### src/rtl/cpu_bus_pkg.sv
// -----------------------------------------------------------------------------
// cpu_bus_pkg
// Shared definitions for the CPU write-capture path: CPU bus widths, the
// captured write entry, the cartridge ROM window, and the address-decode helper.
// -----------------------------------------------------------------------------
package cpu_bus_pkg;

  localparam int CPU_ADDR_W = 15;
  localparam int CPU_DATA_W = 8;

  // The full 16-bit range selected by /ROMSEL. cpu_addr_in carries only A14..A0.
  localparam logic [15:0] ROM_WINDOW_BASE = 16'h8000;
  localparam logic [15:0] ROM_WINDOW_LAST = 16'hFFFF;

  typedef struct packed {
    logic [CPU_ADDR_W-1:0] addr;
    logic [CPU_DATA_W-1:0] data;
  } wr_entry_t;

  // A mask bit of 0 marks that address bit as don't-care.
  function automatic logic addr_match(input logic [CPU_ADDR_W-1:0] addr,
                                      input logic [CPU_ADDR_W-1:0] mask,
                                      input logic [CPU_ADDR_W-1:0] match);
    return (addr & mask) == match;
  endfunction

endpackage

### src/rtl/write_fifo2.sv
// -----------------------------------------------------------------------------
// write_fifo2
// Two-entry FIFO (head register plus one entry behind it). The head is the
// registered output, so a push becomes visible one cycle after its edge.
// Ports:
//   clk, rst_n       clock, asynchronous active-low reset
//   push, push_entry write request and its entry
//   pop              consumer takes the head (caller qualifies it with !empty)
//   head_entry       current head entry
//   empty            no valid entry
//   drop             push refused because both entries are full and no pop
// -----------------------------------------------------------------------------
module write_fifo2
  import cpu_bus_pkg::*;
(
  input  logic      clk,
  input  logic      rst_n,
  input  logic      push,
  input  wr_entry_t push_entry,
  input  logic      pop,
  output wr_entry_t head_entry,
  output logic      empty,
  output logic      drop
);

  wr_entry_t head_q, head_d;
  wr_entry_t tail_q, tail_d;
  logic      head_valid_q, head_valid_d;
  logic      tail_valid_q, tail_valid_d;

  always_comb begin
    head_d       = head_q;
    tail_d       = tail_q;
    head_valid_d = head_valid_q;
    tail_valid_d = tail_valid_q;
    drop         = 1'b0;
    unique case ({push, pop})
      2'b11: begin
        // Head leaves while a new entry arrives: count stays the same.
        if (tail_valid_q) begin
          head_d = tail_q;
          tail_d = push_entry;
        end else begin
          head_d = push_entry;
        end
      end
      2'b01: begin
        // Keep the old head contents when nothing moves up behind it.
        if (tail_valid_q) head_d = tail_q;
        head_valid_d = tail_valid_q;
        tail_valid_d = 1'b0;
      end
      2'b10: begin
        if (!head_valid_q) begin
          head_d       = push_entry;
          head_valid_d = 1'b1;
        end else if (!tail_valid_q) begin
          tail_d       = push_entry;
          tail_valid_d = 1'b1;
        end else begin
          drop = 1'b1;
        end
      end
      default: ;
    endcase
  end

  always_ff @(posedge clk or negedge rst_n) begin
    if (!rst_n) begin
      head_q       <= '0;
      tail_q       <= '0;
      head_valid_q <= 1'b0;
      tail_valid_q <= 1'b0;
    end else begin
      head_q       <= head_d;
      tail_q       <= tail_d;
      head_valid_q <= head_valid_d;
      tail_valid_q <= tail_valid_d;
    end
  end

  assign head_entry = head_q;
  assign empty      = !head_valid_q;

endmodule

### src/rtl/cpu_write_capture.sv
// -----------------------------------------------------------------------------
// cpu_write_capture
// Captures CPU writes to the cartridge ROM window on the M2 clock, applies the
// address decode, optional bus-conflict AND and the read-modify-write double
// write filter, and queues accepted writes for the bank-register stage.
// Ports:
//   m2, rst_n                      clock, asynchronous active-low reset
//   romsel, cpu_rw_in              /ROMSEL and R/W (write when both low)
//   cpu_addr_in, cpu_data_in       A14..A0 and data bus
//   rom_data_in                    flash output, ANDed in when BUS_CONFLICT=1
//   out_valid/out_ready/out_addr/out_data   head of the write queue
//   overflow, overflow_clr         sticky dropped-write flag and its clear
//   led                            active-low activity indicator (stretched)
// -----------------------------------------------------------------------------
module cpu_write_capture
  import cpu_bus_pkg::*;
#(
  parameter logic [CPU_ADDR_W-1:0] ADDR_MASK          = 15'h0000,
  parameter logic [CPU_ADDR_W-1:0] ADDR_MATCH         = 15'h0000,
  parameter int                    BUS_CONFLICT       = 0,
  parameter int                    IGNORE_CONSECUTIVE = 1,
  parameter logic [15:0]           LED_CYCLES         = 16'd50000
) (
  input  logic                  m2,
  input  logic                  rst_n,
  input  logic                  romsel,
  input  logic                  cpu_rw_in,
  input  logic [CPU_ADDR_W-1:0] cpu_addr_in,
  input  logic [CPU_DATA_W-1:0] cpu_data_in,
  input  logic [CPU_DATA_W-1:0] rom_data_in,
  output logic                  out_valid,
  input  logic                  out_ready,
  output logic [CPU_ADDR_W-1:0] out_addr,
  output logic [CPU_DATA_W-1:0] out_data,
  output logic                  overflow,
  input  logic                  overflow_clr,
  output logic                  led
);

  logic        window_hit;
  logic        accept;
  logic        pop;
  logic        fifo_empty;
  logic        fifo_drop;
  wr_entry_t   new_entry;
  wr_entry_t   head_entry;

  logic        prev_hit_q, prev_hit_d;
  logic        overflow_q, overflow_d;
  logic        led_q, led_d;
  logic [15:0] led_cnt_q, led_cnt_d;

  always_comb begin
    window_hit = !romsel && !cpu_rw_in &&
                 addr_match(cpu_addr_in, ADDR_MASK, ADDR_MATCH);
    // A read-modify-write instruction writes twice on consecutive cycles;
    // only the first write of a back-to-back run is kept.
    accept     = window_hit && !((IGNORE_CONSECUTIVE != 0) && prev_hit_q);
    // prev_hit follows raw hits, including filtered ones, so a long run
    // keeps suppressing until a gap cycle appears.
    prev_hit_d = window_hit;

    new_entry.addr = cpu_addr_in;
    new_entry.data = (BUS_CONFLICT != 0) ? (cpu_data_in & rom_data_in) : cpu_data_in;

    // A drop in the clear cycle still leaves the flag set.
    if (fifo_drop)         overflow_d = 1'b1;
    else if (overflow_clr) overflow_d = 1'b0;
    else                   overflow_d = overflow_q;

    led_cnt_d = led_cnt_q;
    led_d     = led_q;
    if (accept) begin
      led_cnt_d = LED_CYCLES;
      led_d     = 1'b0;
    end else if (led_cnt_q != 16'd0) begin
      led_cnt_d = led_cnt_q - 16'd1;
      led_d     = (led_cnt_d == 16'd0);
    end else begin
      led_d     = 1'b1;
    end
  end

  assign out_valid = !fifo_empty;
  assign pop       = out_valid && out_ready;

  write_fifo2 u_fifo (
    .clk        (m2),
    .rst_n      (rst_n),
    .push       (accept),
    .push_entry (new_entry),
    .pop        (pop),
    .head_entry (head_entry),
    .empty      (fifo_empty),
    .drop       (fifo_drop)
  );

  always_ff @(posedge m2 or negedge rst_n) begin
    if (!rst_n) begin
      prev_hit_q <= 1'b0;
      overflow_q <= 1'b0;
      led_q      <= 1'b1;
      led_cnt_q  <= 16'd0;
    end else begin
      prev_hit_q <= prev_hit_d;
      overflow_q <= overflow_d;
      led_q      <= led_d;
      led_cnt_q  <= led_cnt_d;
    end
  end

  assign out_addr = head_entry.addr;
  assign out_data = head_entry.data;
  assign overflow = overflow_q;
  assign led      = led_q;

endmodule

### config.mk
export PLATFORM = sky130hd
export DESIGN_NAME = cpu_write_capture
export DESIGN_NICKNAME = d
export VERILOG_FILES = /design/src/rtl/cpu_bus_pkg.sv /design/src/rtl/write_fifo2.sv /design/src/rtl/cpu_write_capture.sv
export SDC_FILE = /design/constraint.sdc
export NUM_CORES = 1
export LEC_CHECK = 0
export CAP_MARGIN = 10
export CORE_MARGIN = 2
export CORE_UTILIZATION = 53
export DETAILED_ROUTE_END_ITERATION = 16
export PLACE_DENSITY = 0.8
export SLEW_MARGIN = 5
export SYNTH_ARGS = -nofsm -noshare
export SYNTH_HDL_FRONTEND = slang
export SYNTH_SLANG_ARGS = --single-unit
### constraint.sdc
create_clock -name m2 -period 2.9 [get_ports m2]
set_input_delay 0.87 -clock m2 [delete_from_list [all_inputs] [get_ports m2]]
set_output_delay 0.87 -clock m2 [all_outputs]
set_load 0.05 [all_outputs]
# Word level (Yosys, flattened, before mapping)
# Cells that the tools add are included.
[classes] add_sub_neg=1 mux=19 magnitude_cmp=0 shift=0 bitwise_logic=0 multipliers=0 div=0 reduce_logical=16 eq_ne=7
[ops] cell="$mux 23" n=5
[ops] cell="$pmux 23 s3" n=1
[ops] cell="$pmux 23 s2" n=1
[ops] cell="$mux 16" n=2
[ops] cell="$logic_not 16->1" n=1
[ops] cell="$reduce_bool 16->1" n=1
[ops] cell="$sub 16x1->16 const B" n=1
[ops] cell="$mux 1" n=8
[ops] cell="$reduce_bool 2->1" n=4
[ops] cell="$ne 2x1->1 const B" n=3
[ops] cell="$reduce_and 3->1" n=2
[ops] cell="$eq 2x2->1 const B" n=2
[ops] cell="$pmux 1 s2" n=2
[ops] cell="$logic_and 1x1->1" n=3
[ops] cell="$logic_not 1->1" n=3
[ops] cell="$reduce_bool 3->1" n=1
[ops] cell="$eq 2x1->1 const B" n=1
[ops] cell="$ne 2x2->1 const B" n=1
[ops] cell="$reduce_and 2->1" n=1
[word_totals] latch_bits=0 mem_bits_rw=0 in_bits=37 mem_count=0 ff_bits=67 mem_bits_ro=0 word_cells=53

# Depth between registers and ports, before layout
[logic_depth] word_depth=6 mapped_depth=10 mapped_depth_nobuf=7

# Hierarchy
# From an unflattened synthesis, not the netlist that was laid out.
[hier_totals] cells_unflattened=313 hier_area_um2=3677.3
[by_module_without_submodules] module="write_fifo2" seq_area_each_um2=1201.2 cells_per_inst=200 area_per_inst_um2=2588.7 instances=1
[by_module_without_submodules] module="cpu_write_capture" seq_area_each_um2=476.7 cells_per_inst=113 area_per_inst_um2=1088.5 instances=1

# Worst setup path before layout
# No wires, ideal clock.
[synth_timing] path_kind="input port to flip-flop" from="input port cpu_rw_in" to="register u_fifo.tail_q[0] in the netlist's numbering" n_path_buf=3 setup_time_ps=125 stages=9 arrival_time_ps=2944 slack_ps=-169 cell_sequence="or3_1 > clkbuf_1 > inv_1 > ha_1 > buf_2 > inv_1 > a31oi_1 > buf_2 > mux2_2"
[synth_via] elab_chain_len=6 word_cells_on_any_way=10 classes_between="eq/ne: 4; mux: 1; reduce/logical: 5"
[synth_lines] element="start, declared" line_no="cpu_write_capture.sv:27" source="input logic cpu_rw_in,"
[synth_lines] element="$logic_not 1->1 (*)" line_no="cpu_write_capture.sv:54" source="window_hit = !romsel && !cpu_rw_in &&"
[synth_lines] element="$logic_and 1x1->1 (*)" line_no="cpu_write_capture.sv:54"
[synth_lines] element="$logic_and 1x1->1 (*)" line_no="cpu_write_capture.sv:58" source="accept = window_hit && !((IGNORE_CONSECUTIVE != 0) && prev_hit_q);"
[synth_lines] element="$eq 2x2->1" line_no="write_fifo2.sv:37" source="unique case ({push, pop})"
[synth_lines] element="$ne 2x1->1 (no line) or $reduce_bool 2->1 (tied branches)"
[synth_lines] element="$reduce_and 3->1 (no line)"
[synth_lines] element="end signal, assigned" line_no="write_fifo2.sv:76" source="tail_q <= tail_d;"
[synth_lines] element="end, declared" line_no="write_fifo2.sv:27" source="wr_entry_t tail_q, tail_d;"
# Mark *: on every way between the ends. The rest lies on a longest branch, timed or not.
# A chain may end at the register's enable or synchronous reset.

# Final worst setup path
[layout_timing] from="input port cpu_rw_in" to="register u_fifo.head_q, in the netlist u_fifo.head_entry[6]"
[layout_via] elab_chain_len=6 word_cells_on_any_way=11 classes_between="eq/ne: 5; mux: 1; reduce/logical: 5"
[layout_lines] element="$logic_not 1->1 (*)" line_no="cpu_write_capture.sv:54"
[layout_lines] element="$logic_and 1x1->1 (*)" line_no="cpu_write_capture.sv:54"
[layout_lines] element="$logic_and 1x1->1 (*)" line_no="cpu_write_capture.sv:58"
[layout_lines] element="$eq 2x2->1 or $eq 2x1->1 (tied branches)" line_no="write_fifo2.sv:37"
[layout_lines] element="$ne 2x2->1 (no line) (tied with other cells)"
[layout_lines] element="$reduce_and 3->1 (no line)"
[layout_lines] element="end signal, assigned" line_no="write_fifo2.sv:70" source="head_q <= '0;"
[layout_lines] element="end signal, assigned" line_no="write_fifo2.sv:75" source="head_q <= head_d;"
[layout_lines] element="end, declared" line_no="write_fifo2.sv:26" source="wr_entry_t head_q, head_d;"
# Marked as above.

==> impl_summary.log <==
[metrics] maximum frequency from static timing analysis: 363 MHz
[metrics] most frequent cell after synthesis: sky130_fd_sc_hd__dfrtp_1
[metrics] type of the setup path with the least slack: in -> reg
[metrics] number of cells produced by synthesis: 335
[metrics] Die Y: 87.9 um
[metrics] area fraction in compound gates after synthesis: 13.5%
[metrics] maximum fanout count along the critical path: 8
[metrics] wire length of the first global-routing pass: 13900 um
[metrics] Worst Path Required: 3130 ps
[metrics] worst-case clock buffer depth: 2
[metrics] cell count after placement: 484
[metrics] Cell Pwr Density: 1010 mW/mm2
[metrics] initial DRC count: 116
[metrics] post-layout worst setup margin: 145 ps
[metrics] share of flip-flops with an asynchronous set or reset: 100%
[metrics] fill cell instance count of the final layout: 490
[metrics] amount of wire on met2 after detailed routing: 3960 um
[metrics] clock transition at the registers of the reported paths: 80 ps
[metrics] number of warnings printed during yosys synthesis: 0
[metrics] setup repair after global routing missed its margin: false
[metrics] die extent in x: 87.9 um
[metrics] number of distinct library cell variants in the gate-level netlist after synthesis: 50
[metrics] Post-DRT Antenna Nets: 0
[metrics] net count of the mapped netlist: 378
[metrics] detailed-routing iteration count for the pre-antenna-repair pass: 4
[metrics] time the final worst path needs with I/O delays and setup: 2760 ps
[metrics] status: complete, no violations
[metrics] final cell count without fillers: 500
[metrics] setup slack after placement: -207 ps
[metrics] all-layer global routing usage: 23.2%
[metrics] fraction of the cycle the final worst path needs: 95.0%
[metrics] RR Startpoint: led_cnt_q[0]
[metrics] RD Place Congestion: 0.864
[metrics] layout cells sized above 1: 25.0%
[metrics] Post-CTS Setup Repair Bufs: 0
[metrics] element type at the critical path start: primary input
[metrics] later-pin clock latency in the skew report: 350 ps
[metrics] post-synthesis register bit count: 67
[metrics] total half-perimeter wirelength after legalization and detailed placement: 5500 um
[metrics] area share of the leading cell type in the synthesized netlist: 44.3%
[metrics] share of synthesized cell area in full adder, half adder and majority cells: 2.01%
[metrics] routed length on met3: 287 um
[metrics] final number of setup-violating endpoints: 0
[metrics] average instance area after synthesis: 11.1 um2
[metrics] IO Count: 63
[metrics] clock root cell: sky130_fd_sc_hd__clkbuf_8
[metrics] r2r endpoint: led
[metrics] Row Count: 30
[metrics] PostCTS Resize Cnt: 0
[metrics] Residual DRC: 0
[metrics] R2R Setup Slk: 790 ps
[metrics] Worst Clk Skew: 11.7 ps
[metrics] Overflow after GRT: 0
[metrics] worst path arrival time: 2980 ps
[metrics] TritonCTS clock tree: done
[metrics] floorplan core area: 0.00679 mm2
[metrics] top cell types by occurrence after synthesis: sky130_fd_sc_hd__dfrtp_1 (66), sky130_fd_sc_hd__mux2_2 (46), sky130_fd_sc_hd__a21oi_1 (30)
[metrics] number of hold-slack violations in the final timing report: 0
[metrics] top routing layer used: met4
[metrics] path class of the lowest-slack min-delay path: in -> async
[metrics] top flip-flop cell by instance count after synthesis: sky130_fd_sc_hd__dfrtp_1
[metrics] number of maximum-capacitance violations: 0
[metrics] via count of the first global-routing pass: 2954
[metrics] share of synthesized area occupied by flip-flops and latches: 45.0%
[metrics] P_leak: 1.92 nW
[metrics] multiplexer share of the synthesized area: 20.3%
[metrics] type of element capturing the critical path: flip-flop
[metrics] initial core utilization: 54.9%
[metrics] area delta synth->final: 27.2%
[metrics] main combinational cell family by area after synthesis: multiplexers
[metrics] vias: 2864
[metrics] slew at the pin closest to its max-slew limit: 569 ps
[metrics] peak ir drop on the vdd network: 0.000461 V
[metrics] fraction of the mapped netlist area in simple logic gates: 12.3%
[metrics] area of the multi-input gates: 0.00191 mm2
[metrics] worst reg-to-reg path cell count: 8
[metrics] Post-synth EDFFs: 0
[metrics] sequential cell area: 0.00168 mm2
[metrics] via count normalized by instance count: 5.73
[metrics] max-slew violation total from the final report: 0
[metrics] final routed wire length divided by cell count: 16.4 um
[metrics] CTS Sinks: 67
[metrics] Total Routed Length: 8200 um
[metrics] CTS H-Tree Depth: 3
[metrics] clock buffers created by TritonCTS: 9
[metrics] total of hold buffers inserted after clock tree synthesis: 0
[metrics] Die ar.: 0.00772 mm2
[metrics] pin count of the biggest net entering global routing: 37
[metrics] routed metal-1 wirelength: 3770 um
[metrics] critical path launch point: cpu_rw_in
[metrics] worst slew margin relative to its limit: 61.8%
[metrics] number of nets in the layout: 442
[metrics] main area contributors after synthesis: sky130_fd_sc_hd__dfrtp_1 (44%), sky130_fd_sc_hd__mux2_2 (14%), sky130_fd_sc_hd__mux2i_1 (6.4%)
[metrics] antenna cell count: 0
[metrics] xor/xnor cell area share of the yosys netlist: 2.58%
[metrics] initial antenna violation count: 0
[metrics] Buffers on Ports: 54
[metrics] combined area of all synthesized cells: 0.00373 mm2
[metrics] area leader, netlist: sky130_fd_sc_hd__dfrtp_1
cell type report:
type	instances	share of cell area, %
Timing Repair Buffer	80	16.7
Clock inverter	4	1.00
Clock buffer	12	3.48
Inverter	8	0.633
Multi-Input combinational cell	233	40.3
Tap cell	96	2.53
Sequential cell	67	35.4
where the power goes:
part | total [W] | switching (W) | internal, W
clock | 0.000820 | 0.000355 | 0.000464
combinational | 0.00234 | 0.00129 | 0.00105
sequential | 0.00165 | 0.000330 | 0.00132
total | 0.00481 | 0.00198 | 0.00283
metal layers:
metal | vias up | track usage, %
li1 | 1383 | -
met3 | 13 | 3.68
met5 | - | 0
met4 | 0 | 10.6
met1 | 1400 | 30.3
met2 | 68 | 38.2
per-stage QoR:
step / total power (W) / TNS, ps / utilization (%) / cell area [um2] / hold slack [ps]
after detailed placement: 0.00399 / -8170 / 66.7 / 4530 / 494
after floorplan: 0.00325 / 0 / - / 3760 / 480
after global routing: 0.00508 / 0 / 69.8 / 4740 / 438
after CTS: 0.00483 / 0 / 69.8 / 4740 / 410
after global placement: 0.00391 / -6900 / 66.7 / 4530 / 488
final: 0.00481 / 0 / 69.8 / 4740 / 409
how the worst max path moves through the flow:
stage               slack (ps)  cells past startpoint                     to
floorplan                  0.3                      9       u_fifo.tail_q[0]
global placement          -180                      6  u_fifo.head_entry[18]
detailed placement        -210                      7  u_fifo.head_entry[22]
CTS                        140                      7   u_fifo.head_entry[6]
global route                60                      8      u_fifo.tail_q[12]
finish                     140                      7   u_fifo.head_entry[6]
kinds of logic after synthesis:
group                    Yosys count
AO/OA/AOI/OAI                     74
XOR/XNOR                          11
adder cells (fa/ha/maj)            6
buffers and inverters             35
flip-flops                        67
multiplexers                      70
AND/OR/NAND/NOR                   72
state kept, by name (all words and copies together), names as in the netlist:
register             cells
led                      1
led_cnt_q               16
overflow                 1
prev_hit_q               1
u_fifo.head_entry       23
u_fifo.head_valid_q      1
u_fifo.tail_q           23
u_fifo.tail_valid_q      1
worst max-delay path: stages:
cell and delay (ps):
sky130_fd_sc_hd__clkdlybuf4s50_1 420, sky130_fd_sc_hd__or3_1 460, sky130_fd_sc_hd__ha_1 410, sky130_fd_sc_hd__buf_4 210, sky130_fd_sc_hd__a221oi_1 240, sky130_fd_sc_hd__a21oi_1 90
sky130_fd_sc_hd__mux2_2 280
cell usage in the layout, fill, tap and decap left out, types with 2 or more instances in the layout:
master	n
sky130_fd_sc_hd__inv_1	7
sky130_fd_sc_hd__dfrtp_1	66
sky130_fd_sc_hd__a221oi_1	22
sky130_fd_sc_hd__nor2_1	19
sky130_fd_sc_hd__nor4b_1	3
sky130_fd_sc_hd__nand4b_1	2
sky130_fd_sc_hd__ha_1	6
sky130_fd_sc_hd__nand2_1	12
sky130_fd_sc_hd__clkbuf_8	12
sky130_fd_sc_hd__buf_12	5
sky130_fd_sc_hd__clkinv_2	2
sky130_fd_sc_hd__nor4_4	3
sky130_fd_sc_hd__a21oi_1	30
sky130_fd_sc_hd__buf_4	21
sky130_fd_sc_hd__mux2i_1	24
sky130_fd_sc_hd__a31oi_1	4
sky130_fd_sc_hd__and2_1	3
sky130_fd_sc_hd__o211ai_1	2
sky130_fd_sc_hd__nand4_1	4
sky130_fd_sc_hd__xor2_1	6
sky130_fd_sc_hd__mux2_2	46
sky130_fd_sc_hd__nand3_1	4
sky130_fd_sc_hd__clkdlybuf4s50_1	53
sky130_fd_sc_hd__or3_1	4
sky130_fd_sc_hd__nor3_1	3
sky130_fd_sc_hd__o21ai_0	5
sky130_fd_sc_hd__nor2b_1	3
sky130_fd_sc_hd__xnor2_1	5
No activity file was read; power rests on OpenSTA's default activity.
